==> src/rtl/tetris_timing_pkg.sv <==
// Shared frame-timing definitions: FSM state encoding, frame rate and the
// per-level gravity speed table (frames per drop).
package tetris_timing_pkg;

  typedef enum logic [1:0] {
    IDLE  = 2'd0,
    COUNT = 2'd1,
    REQ   = 2'd2
  } state_t;

  localparam int FRAMES_PER_SEC = 60;
  localparam int SPEED_LEVELS   = 10;
  localparam logic [7:0] SPEED_CLAMP = 8'd6;

  localparam logic [7:0] SPEED_TABLE [0:SPEED_LEVELS-1] = '{
    8'd48, 8'd43, 8'd38, 8'd33, 8'd28, 8'd23, 8'd18, 8'd13, 8'd8, 8'd6
  };

  // Levels past the end of the table all run at the clamp speed.
  function automatic logic [7:0] speed_frames(input logic [3:0] level);
    if (level < 4'(SPEED_LEVELS)) begin
      return SPEED_TABLE[level];
    end
    return SPEED_CLAMP;
  endfunction

endpackage

==> src/rtl/gravity_speed_lut.sv <==
// Level + soft-drop to frames-per-drop threshold.
// Purely combinational; no state, no backpressure.
module gravity_speed_lut
  import tetris_timing_pkg::*;
#(
  parameter int FRAME_W     = 6,
  parameter int SOFT_FRAMES = 2
) (
  input  logic [3:0]         level,
  input  logic               soft_drop,
  output logic [FRAME_W-1:0] thr
);

  logic [FRAME_W-1:0] base;

  always_comb begin
    base = FRAME_W'(speed_frames(level));
    thr  = base;
    // Soft drop can only speed gravity up, never slow a fast level down.
    if (soft_drop && (base > FRAME_W'(SOFT_FRAMES))) begin
      thr = FRAME_W'(SOFT_FRAMES);
    end
  end

endmodule

==> src/rtl/gravity_scheduler.sv <==
// Frame-tick driven gravity: issues drop_req every thr frames and counts overruns.
// Latency: tick -> drop_req one cycle; drop_req held until drop_ack, overruns counted in missed.
module gravity_scheduler
  import tetris_timing_pkg::*;
#(
  parameter int FRAME_W     = 6,
  parameter int MISS_W      = 4,
  parameter int SOFT_FRAMES = 2
) (
  input  logic               clk,
  input  logic               resetn,
  input  logic               frame_tick,
  input  logic               enable,
  input  logic               restart,
  input  logic [3:0]         level,
  input  logic               soft_drop,
  input  logic               drop_ack,
  output logic               drop_req,
  output logic [FRAME_W-1:0] frame_cnt,
  output logic [MISS_W-1:0]  missed
);

  state_t             state, state_nxt;
  logic               req_nxt;
  logic [FRAME_W-1:0] cnt_nxt;
  logic [MISS_W-1:0]  miss_nxt;
  logic [FRAME_W-1:0] thr;
  logic [FRAME_W:0]   cnt_inc;
  logic               hit;

  gravity_speed_lut #(
    .FRAME_W    (FRAME_W),
    .SOFT_FRAMES(SOFT_FRAMES)
  ) u_lut (
    .level    (level),
    .soft_drop(soft_drop),
    .thr      (thr)
  );

  // Extra bit so the increment cannot wrap before the compare.
  assign cnt_inc = {1'b0, frame_cnt} + (FRAME_W+1)'(1);
  assign hit     = frame_tick && (cnt_inc >= {1'b0, thr});

  always_ff @(posedge clk) begin
    if (!resetn) begin
      state     <= IDLE;
      drop_req  <= 1'b0;
      frame_cnt <= '0;
      missed    <= '0;
    end else begin
      state     <= state_nxt;
      drop_req  <= req_nxt;
      frame_cnt <= cnt_nxt;
      missed    <= miss_nxt;
    end
  end

  always_comb begin
    state_nxt = state;
    req_nxt   = drop_req;
    cnt_nxt   = frame_cnt;
    miss_nxt  = missed;
    if (!enable) begin
      state_nxt = IDLE;
      req_nxt   = 1'b0;
      cnt_nxt   = '0;
    end else if (restart) begin
      state_nxt = COUNT;
      req_nxt   = 1'b0;
      cnt_nxt   = '0;
      miss_nxt  = '0;
    end else begin
      case (state)
        IDLE: begin
          state_nxt = COUNT;
          req_nxt   = 1'b0;
          cnt_nxt   = '0;
        end
        COUNT: begin
          if (hit) begin
            state_nxt = REQ;
            req_nxt   = 1'b1;
            cnt_nxt   = '0;
          end else if (frame_tick) begin
            cnt_nxt = cnt_inc[FRAME_W-1:0];
          end
        end
        REQ: begin
          if (hit) begin
            // An ack on the same cycle retires the old request; a new one is issued.
            req_nxt = 1'b1;
            cnt_nxt = '0;
            if (!drop_ack && (missed != '1)) begin
              miss_nxt = missed + MISS_W'(1);
            end
          end else begin
            if (frame_tick) begin
              cnt_nxt = cnt_inc[FRAME_W-1:0];
            end
            if (drop_ack) begin
              state_nxt = COUNT;
              req_nxt   = 1'b0;
            end
          end
        end
        default: begin
          state_nxt = IDLE;
          req_nxt   = 1'b0;
          cnt_nxt   = '0;
        end
      endcase
    end
  end

endmodule

==> config.mk <==
export PLATFORM = sky130hd
export DESIGN_NAME = gravity_scheduler
export DESIGN_NICKNAME = d
export VERILOG_FILES = /design/src/rtl/tetris_timing_pkg.sv /design/src/rtl/gravity_speed_lut.sv /design/src/rtl/gravity_scheduler.sv
export SDC_FILE = /design/constraint.sdc
export NUM_CORES = 1
export LEC_CHECK = 0
export CORE_ASPECT_RATIO = 1.75
export CORE_MARGIN = 4
export CORE_UTILIZATION = 46
export CTS_CLUSTER_SIZE = 25
export DETAILED_ROUTE_END_ITERATION = 12
export PLACE_DENSITY = 0.73
export SYNTH_ARGS = -nofsm -noshare
export SYNTH_HDL_FRONTEND = slang
export SYNTH_SLANG_ARGS = --single-unit
export TNS_END_PERCENT = 100
==> constraint.sdc <==
create_clock -name clk -period 2.7 [get_ports clk]
set_input_delay 0.675 -clock clk [delete_from_list [all_inputs] [get_ports clk]]
set_output_delay 0.675 -clock clk [all_outputs]
set_load 0.02 [all_outputs]
==> results of run 1 <==
==> sequential cells by signal, summed over array words and instances (netlist names) <==
| name | cells |
|---|---|
| frame_cnt | 6 |
| missed | 4 |
| state | 2 |
| drop_req | 1 |
==> power by group through the flow <==
stage,combinational [mW],clock [mW],sequential (mW)
after global placement,0.0916,0,0.198
final,0.119,0.182,0.195
after floorplan,0.0494,0,0.199
after global routing,0.130,0.195,0.195
after detailed placement,0.0941,0,0.199
after CTS,0.105,0.184,0.194
==> worst max-delay path, stage by stage <==
cell and delay, ns:
sky130_fd_sc_hd__buf_8 0.09, sky130_fd_sc_hd__inv_6 0.04, sky130_fd_sc_hd__ha_4 0.14, sky130_fd_sc_hd__o211ai_1 0.27, sky130_fd_sc_hd__ha_1 0.30, sky130_fd_sc_hd__a21o_2 0.19
sky130_fd_sc_hd__a221o_1 0.34, sky130_fd_sc_hd__a221o_1 0.37, sky130_fd_sc_hd__buf_4 0.15, sky130_fd_sc_hd__o21ai_0 0.13, sky130_fd_sc_hd__nor3b_2 0.16
==> how the worst min path moves through the flow <==
stage,startpoint,to,cells past startpoint
5_1_grt,drop_req$_SDFFE_PP0P_,drop_req$_SDFFE_PP0P_,2
3_3_place_gp,drop_req$_SDFFE_PP0P_,drop_req$_SDFFE_PP0P_,2
6_report,drop_req$_SDFFE_PP0P_,drop_req$_SDFFE_PP0P_,2
3_5_place_dp,drop_req$_SDFFE_PP0P_,drop_req$_SDFFE_PP0P_,2
4_1_cts,drop_req$_SDFFE_PP0P_,drop_req$_SDFFE_PP0P_,2
2_1_floorplan,state[1]$_SDFFE_PP0P_,state[1]$_SDFFE_PP0P_,3
==> per-layer routing <==
layer / wire length (µm) / part of all wire / vias to the layer above
met1: 1090 / 0.38 / 541
met3: 145 / 0.051 / 20
met2: 1470 / 0.51 / 54
met4: 171 / 0.060 / 0
li1: - / - / 560
met5: 0 / 0 / -
==> layout make-up <==
| cell class | instances | share of cell area |
|---|---|---|
| multi-input cells | 110 | 0.556 |
| repair buffers | 35 | 0.201 |
| flip-flops and latches | 13 | 0.163 |
| inverters | 9 | 0.0318 |
| clock buffers | 3 | 0.0256 |
| well taps | 25 | 0.0194 |
| clock inverters | 1 | 0.00310 |
==> what timing repair did <==
| item | 4_1_cts | 5_1_grt |
|---|---|---|
| gates cloned | 1 | 0 |
| gates resized for setup | 27 | 20 |
| buffers inserted | 0 | 1 |
| hold buffers | 0 | 0 |
| hold endpoints to repair | 0 | 0 |
| pin swaps | 9 | 7 |
| setup endpoints to repair | 13 | 12 |
==> placed cells by master, fill, tap and decap left out, types with 3 or more instances in the layout <==
cell and n:
sky130_fd_sc_hd__inv_1 7, sky130_fd_sc_hd__nand2_1 8, sky130_fd_sc_hd__dfxtp_1 11, sky130_fd_sc_hd__a21oi_1 3, sky130_fd_sc_hd__clkdlybuf4s50_1 16, sky130_fd_sc_hd__mux2i_1 3, sky130_fd_sc_hd__buf_4 14, sky130_fd_sc_hd__nor3_1 3
sky130_fd_sc_hd__nor2_1 15, sky130_fd_sc_hd__ha_1 12, sky130_fd_sc_hd__nand3_1 7, sky130_fd_sc_hd__xnor2_1 4, sky130_fd_sc_hd__xor2_1 5, sky130_fd_sc_hd__o21ai_1 3, sky130_fd_sc_hd__clkbuf_8 3
==> per-stage QoR <==
step                      setup slack (ns)  setup TNS [ns]  std cells
after detailed placement            -0.845          -10.07        191
after floorplan                    -0.0530         -0.0530        133
after global routing               -0.0844          -0.172        196
final                               0.0174               0        196
after global placement              -0.799           -9.26        191
after CTS                          -0.0309         -0.0605        196
==> cell families (layout without fill, tap and decap cells) <==
group / after synthesis / after routing / synth area share
compound gates: 23 / 24 / 0.148
xor+xnor: 9 / 9 / 0.0723
fa+ha+maj: 15 / 15 / 0.172
buf+inv: 11 / 48 / 0.0540
flops: 13 / 13 / 0.239
mux: 3 / 3 / 0.0276
simple gates: 59 / 59 / 0.287
==> results.md, run 1 <==
Timing:
- Setup repair after global routing could not meet its margin everywhere.
- The final number of max-transition violations came to 0.
- Counting I/O delays and the setup requirement, the final critical path takes 2.68 ns.
- Setup violations remaining at the end of the flow were counted as 0.
- The maximum clock frequency is 0.373 GHz.
- The final worst-path cycle share is 0.994.
- The hold slack is 0.493 ns.
- The worst pin sits at a relative slew slack of 0.670.
- The final hold violation count is 0.
- At the pin with the least slew margin, the transition time is 0.491 ns.
- The clock skew is 0.00330 ns.

Global route:
- The number of global-route vias before repair is 1161.
- For this run, global-route usage on met1 was measured as 0.205.
- The met3 track demand over resource is 0.0323.
- The remaining global-route overflow is 0.
- After global routing, the most crowded layer is met2.
- For this run, the total global-route usage over all layers was measured as 0.189.
- The initial antenna violation count is 0.
- The pin count of the biggest net entering global routing is 10.
- The wire length of the first global-routing pass is 4710 µm.
- The routing usage on met2 is 0.318.

Outcome:
- The flow ran to the end, and the final reports show no timing, DRC or antenna violations.

Clock tree:
- Clock-pin slew was measured on the worst setup and hold paths at 0.06 ns.
- The insertion delay to the later sink of the worst-skew pair is 0.25 ns.
- The number of buffers on the longest clock path is 2.
- The clock tree from TritonCTS is done.
- In this run the number of H-tree levels came out at 1.
- The tree is rooted in a sky130_fd_sc_hd__clkbuf_8.
- For this design, the sink count on the clock tree is 13.
- In this run, CTS created clock tree buffers numbering 3.

Setup path:
- By startpoint and endpoint, the worst setup path is classified as in2reg.
- The worst setup path endpoint is state[0]$_SDFFE_PN0P_.
- The critical path launch point is level[0].
- The required time of the critical path is 2.88 ns.
- The highest net fanout along the worst path is 5.
- The worst register-to-register path ends at state[0]$_SDFFE_PN0P_.
- Data on the critical path arrives at its endpoint at 2.87 ns.
- Measured in cells, the most critical reg-to-reg path has a length of 10.
- In this run the critical register-to-register path is launched from frame_cnt[1]$_SDFFE_PP0P_.
- The worst setup path is launched from a primary input.
- The worst register-to-register path has a setup slack of 0.20 ns.
- The type of element capturing the critical path is a register.

Floorplanning:
- The floorplan step set the die width to 44.8 µm.
- The initial core utilization is 0.479.
- The floorplan has 23 rows.
- The die area is 0.00324 mm².
- After floorplanning, the core was sized to cover 0.00227 mm².
- For this design the top-level I/O count stands at 22.
- The vertical extent of the die is 72.4 µm.

Synthesis:
- Counting every instance in the synthesized netlist gives 133.
- For this run, the leading register cell type out of synthesis is sky130_fd_sc_hd__dfxtp_1.
- The mean area per synthesized cell is 8.19 µm².
- The most common cell in the synthesized netlist is sky130_fd_sc_hd__nor2_1.
- The leading area contributor after synthesis is sky130_fd_sc_hd__dfxtp_1.
- The commonest cells after synthesis are sky130_fd_sc_hd__nor2_1 (17), sky130_fd_sc_hd__ha_1 (15), sky130_fd_sc_hd__dfxtp_1 (13).
- The number of library cell types mapped by synthesis is 39.
- The share of the Yosys chip area taken by registers is 0.239.
- Of the post-synthesis cell area, the dominant cell type holds 0.239.
- In this run, synthesis inferred 0 flip-flops with an integrated enable.
- After synthesis the cells add up to 0.00109 mm².
- The proportion of register bits with asynchronous set or reset after synthesis is 0.
- The number of synthesized register bits is 13.
- Sorting the synthesized cells by area gives the leading types as sky130_fd_sc_hd__dfxtp_1 (24%), sky130_fd_sc_hd__ha_1 (17%), sky130_fd_sc_hd__nor2_1 (5.9%), sky130_fd_sc_hd__xor2_1 (4.0%), sky130_fd_sc_hd__nand3_1 (3.2%).
- The number of nets handed over by synthesis was 159.
- Yosys printed 0 warnings.

Final layout:
- The total number of nets in the final design is 198.
- Relative to the synthesized area, the layout overhead comes to 48.2%.
- The multi-input logic area is 898 µm².
- The count of antenna diodes in the layout is 0.
- The total of fill cells in the finished design is 172.
- At the end of the flow the core is filled with cells to 0.711.
- The fraction of final layout cells sized beyond drive strength 1 is 0.275.
- The post-route cell area is 0.00162 mm².
- The sequential cells in the finished layout cover a total of 263 µm².

Power:
- The total power divided by cell area is 307 mW/mm².
- The fraction of power spent switching nets is 0.290.
- The relative contribution of combinational cells to total power is 0.241.
- The part of the total power dissipated in the clock network is 0.367.
- The highest ir drop seen on vdd is 282 µV.
- The sequential share of power is 0.393.
- The net load switching power is 0.144 mW.
- Overall power consumption after layout is estimated at 0.496 mW.
- Cell internal power was estimated by the tool at 0.352 mW.
- The static leakage is 0.644 nW.

Drt:
- The number of vias per cell after detailed routing is 5.99.
- The post-detailed-route wirelength per cell is 14.6 µm.
- The post-detailed-route DRC marker count is 0.
- In this run the remaining antenna-violating nets after routing total 0.
- After detailed routing, the total wire length is 2870 µm.
- The first routing iteration left 53 violations.
- The routed layout has 1175 vias.
- The first detailed-routing pass ran for 4 iterations.

Run:
- The number of maximum-capacitance violations is 0.

Worst hold path:
- The min-delay analysis places its worst path in the category reg2reg.

Placement:
- The cell area after placement is 0.00145 mm².
- The last weighted congestion value of the routability-driven placer is 0.887.
- The sum of net half-perimeters after detailed placement is 2130 µm.
- The count of buffers inserted at the top-level ports is 21.
No activity file was read; power rests on OpenSTA's default activity.
==> run 2, diff against run 1 <==
--- a/config.mk
+++ b/config.mk
@@ -5,12 +5,12 @@
 export SDC_FILE = /design/constraint.sdc
 export NUM_CORES = 1
 export LEC_CHECK = 0
-export CORE_ASPECT_RATIO = 1.75
 export CORE_MARGIN = 4
-export CORE_UTILIZATION = 46
+export CORE_UTILIZATION = 53
 export CTS_CLUSTER_SIZE = 25
 export DETAILED_ROUTE_END_ITERATION = 12
-export PLACE_DENSITY = 0.73
+export DONT_BUFFER_PORTS = 1
+export PLACE_DENSITY = 0.68
 export SYNTH_ARGS = -nofsm -noshare
 export SYNTH_HDL_FRONTEND = slang
 export SYNTH_SLANG_ARGS = --single-unit
==> run 2 against run 1 <==
Against the previous run:
- sequential share of layout area increased by 4.5 points
- global-route usage decreased by 0.11 points
- sequential cell count unchanged
- utilization decreased by 6.7 points
- sequential power about the same
- clock skew increased by 0.0024 ns
- routed wire length decreased by 17%
- fmax increased by 6.2%
- critical path type is now reg2reg
==> results.md, run 2 (synthesized netlist as in run 1, its figures left out) <==
Outcome:
- The flow ran to the end, and the final reports show no timing, DRC or antenna violations.

Clock tree:
- After clock tree synthesis, the clock-pin slew on the worst setup and hold paths is 0.09 ns.
- CTS built an H-tree with a depth of 1.
- Clock tree synthesis inserted a total of 3 buffers.
- The clock root buffer is sky130_fd_sc_hd__clkbuf_4.
- The number of clock sinks seen by CTS is 13.
- The number of buffers on the longest clock path is 2.
- The clock reaches the later pin of the worst-skew pair after 0.28 ns.
- The hold buffer count at cts is 0.
- The number of setup buffers added after CTS is 0.
- TritonCTS built the clock tree.

Floorplanning:
- The initial utilization of the core area, before any placement, comes to 0.555.
- The die is 53.3 µm wide.
- The number of rows created at floorplan is 16.
- The number of top-level design ports is 22.
- The floorplan step defined a die boundary enclosing 0.00285 mm².
- The floorplan step defined a core boundary enclosing 0.00196 mm².
- The die is 53.3 µm tall.

Final layout:
- The total of fill cells in the finished design is 200.
- The largest registers in the layout are frame_cnt: 6 flops, missed: 4 flops, state: 2 flops.
- Relative to the synthesized area, the layout overhead comes to 15.8%.
- The library cell used most frequently in the layout, excluding fill and tap cells, is sky130_fd_sc_hd__nor2_1.
- The fraction of final layout cells sized beyond drive strength 1 is 0.205.
- The count of antenna diodes in the layout is 0.
- The finished layout holds 173 standard cells, fillers aside.
- The core utilization of the finished layout is 0.643.
- The flip-flop count of the largest register, all copies and words added is 6.
- The final layout contains 173 nets.
- Ranked by flip-flop count, first place goes to frame_cnt.
- Leaving out fill and tap cells, the most frequent cells in the layout are sky130_fd_sc_hd__nor2_1 (16), sky130_fd_sc_hd__ha_1 (13), sky130_fd_sc_hd__dfxtp_1 (11), sky130_fd_sc_hd__buf_4 (11), sky130_fd_sc_hd__nand2_1 (8).

Timing:
- Dividing the final minimum period by the clock period gives 0.935.
- The final hold violation count came to 0.
- The transition time at the pin with the least slew margin is 0.414 ns.
- The shortest clock period the worst path allows after layout is 2.53 ns.
- The worst slew margin relative to its limit is 0.722.
- Setup violations remaining at the end of the flow were counted as 0.
- The final number of max-transition violations was 0.
- Clock skew on the completed layout was measured at 0.00571 ns.
- The maximum clock frequency is 0.396 GHz.
- The sum of negative setup slack is 0 ns.

Power:
- The highest ir drop seen on vdd is 224 µV.
- For this design the ratio of total power to cell area is 305 mW/mm².
- For this design the static power due to leakage is 0.518 nW.
- Overall power consumption after layout is estimated at 0.385 mW.

Setup path:
- The data arrival at the endpoint of the critical path is 2.74 ns.
- In this run the worst path has a maximum fanout of 2.
- The sort of element at the start of the critical path is a register.
- The worst setup path is of the reg2reg kind.
- The required time of the critical path is 2.92 ns.
- The type of element capturing the critical path is a register.

Global route:
- The wire length of the first global-routing pass is 4030 µm.
- The initial antenna violation count came to 0.
- Entering global routing, the biggest net connects 10 pins.
- In the global route stage, overall resource usage came out at 0.188.
- The number of global-route vias before repair is 998.
- The remaining global-route overflow is 0.

Drt:
- The remaining number of nets flagged by the antenna check after routing is 0.
- The number of vias per cell after detailed routing is 5.68.
- The post-detailed-route wirelength per cell is 13.8 µm.
- The routed design has 2390 µm of wire.
- The detailed-router iteration count before antenna repair is 4.
- The detailed router's first-iteration violation count is 17.
- The post-detailed-route DRC marker count is 0.
- The via count is 982.

Placement:
- The sum of net half-perimeters after detailed placement is 1860 µm.
- The number of placed instances, taps included, is 169.
- The last weighted congestion value of the routability-driven placer is 0.771.
- The count of buffers inserted at the top-level ports is 0.

Worst hold path:
- The type of the tightest min-delay check is in2reg.

Run:
- Across the run, the number of max-cap violations was 0.
run 2: cell count changes in the layout (fill, tap and decap cells not counted), moves of 2 or more:
cell	change
sky130_fd_sc_hd__a21oi_2	-2
sky130_fd_sc_hd__buf_4	-3
sky130_fd_sc_hd__clkbuf_4	+3
sky130_fd_sc_hd__clkbuf_8	-3
sky130_fd_sc_hd__clkdlybuf4s15_1	-2
sky130_fd_sc_hd__clkdlybuf4s50_1	-16
sky130_fd_sc_hd__nor2_4	-2
sky130_fd_sc_hd__o21ai_0	+2
run 2: metal layers:
metal  vias up  GRT usage  wire length [µm]
met5         -          0                 0
met4         0     0.0553                16
met3         2     0.0535               179
met2        24      0.327              1100
met1       452      0.219              1100
li1        504          -                 -
run 2: power by group:
group          total [mW]  internal, mW  switching [mW]
Clock               0.123        0.0573          0.0660
Combinational      0.0674        0.0311          0.0363
Sequential          0.194         0.193         0.00117
run 2: path summary, 6_finish.rpt:
check | end | startpoint | depth (start not counted) | slack [ns]
hold reg to reg | state[1]$_SDFFE_PP0P_ | state[1]$_SDFFE_PP0P_ | 3 | 0.58
hold / removal | missed[1]$_SDFFE_PN0P_ | resetn | 1 | 0.51
setup / recovery | state[1]$_SDFFE_PP0P_ | frame_cnt[0]$_SDFFE_PP0P_ | 9 | 0.17
setup reg to reg | state[1]$_SDFFE_PP0P_ | frame_cnt[0]$_SDFFE_PP0P_ | 9 | 0.17
run 2: through the flow:
step | area [µm²] | hold WS, ns | worst slack, ns
after floorplan | 1130 | 0.531 | -0.0530
after global placement | 1220 | 0.556 | -0.0906
after detailed placement | 1220 | 0.560 | -0.129
after CTS | 1240 | 0.507 | 0.144
after global routing | 1260 | 0.513 | -0.00526
final | 1260 | 0.515 | 0.175
run 2: layout make-up:
class | instances | area, µm² | area share
multi-input cells | 109 | 806 | 0.638
repair buffers | 11 | 82.6 | 0.0654
flip-flops and latches | 13 | 263 | 0.208
clock buffers | 4 | 26.3 | 0.0208
well taps | 27 | 33.8 | 0.0268
inverters | 9 | 51.3 | 0.0406
run 2: timing repair:
item / 4_1_cts / 5_1_grt
hold endpoints to repair: 0 / 0
endpoints found under the setup margin: 0 / 3
resized for setup: 0 / 4
run 2: worst max-delay path, cell delays in order, from the launching register on:
cell and delay (ns):
sky130_fd_sc_hd__dfxtp_2 0.33, sky130_fd_sc_hd__ha_1 0.18, sky130_fd_sc_hd__nand3_1 0.10, sky130_fd_sc_hd__xnor2_1 0.15, sky130_fd_sc_hd__ha_1 0.31, sky130_fd_sc_hd__a21o_2 0.21
sky130_fd_sc_hd__a221o_1 0.33, sky130_fd_sc_hd__a221o_1 0.37, sky130_fd_sc_hd__or3_1 0.37, sky130_fd_sc_hd__a21oi_1 0.14
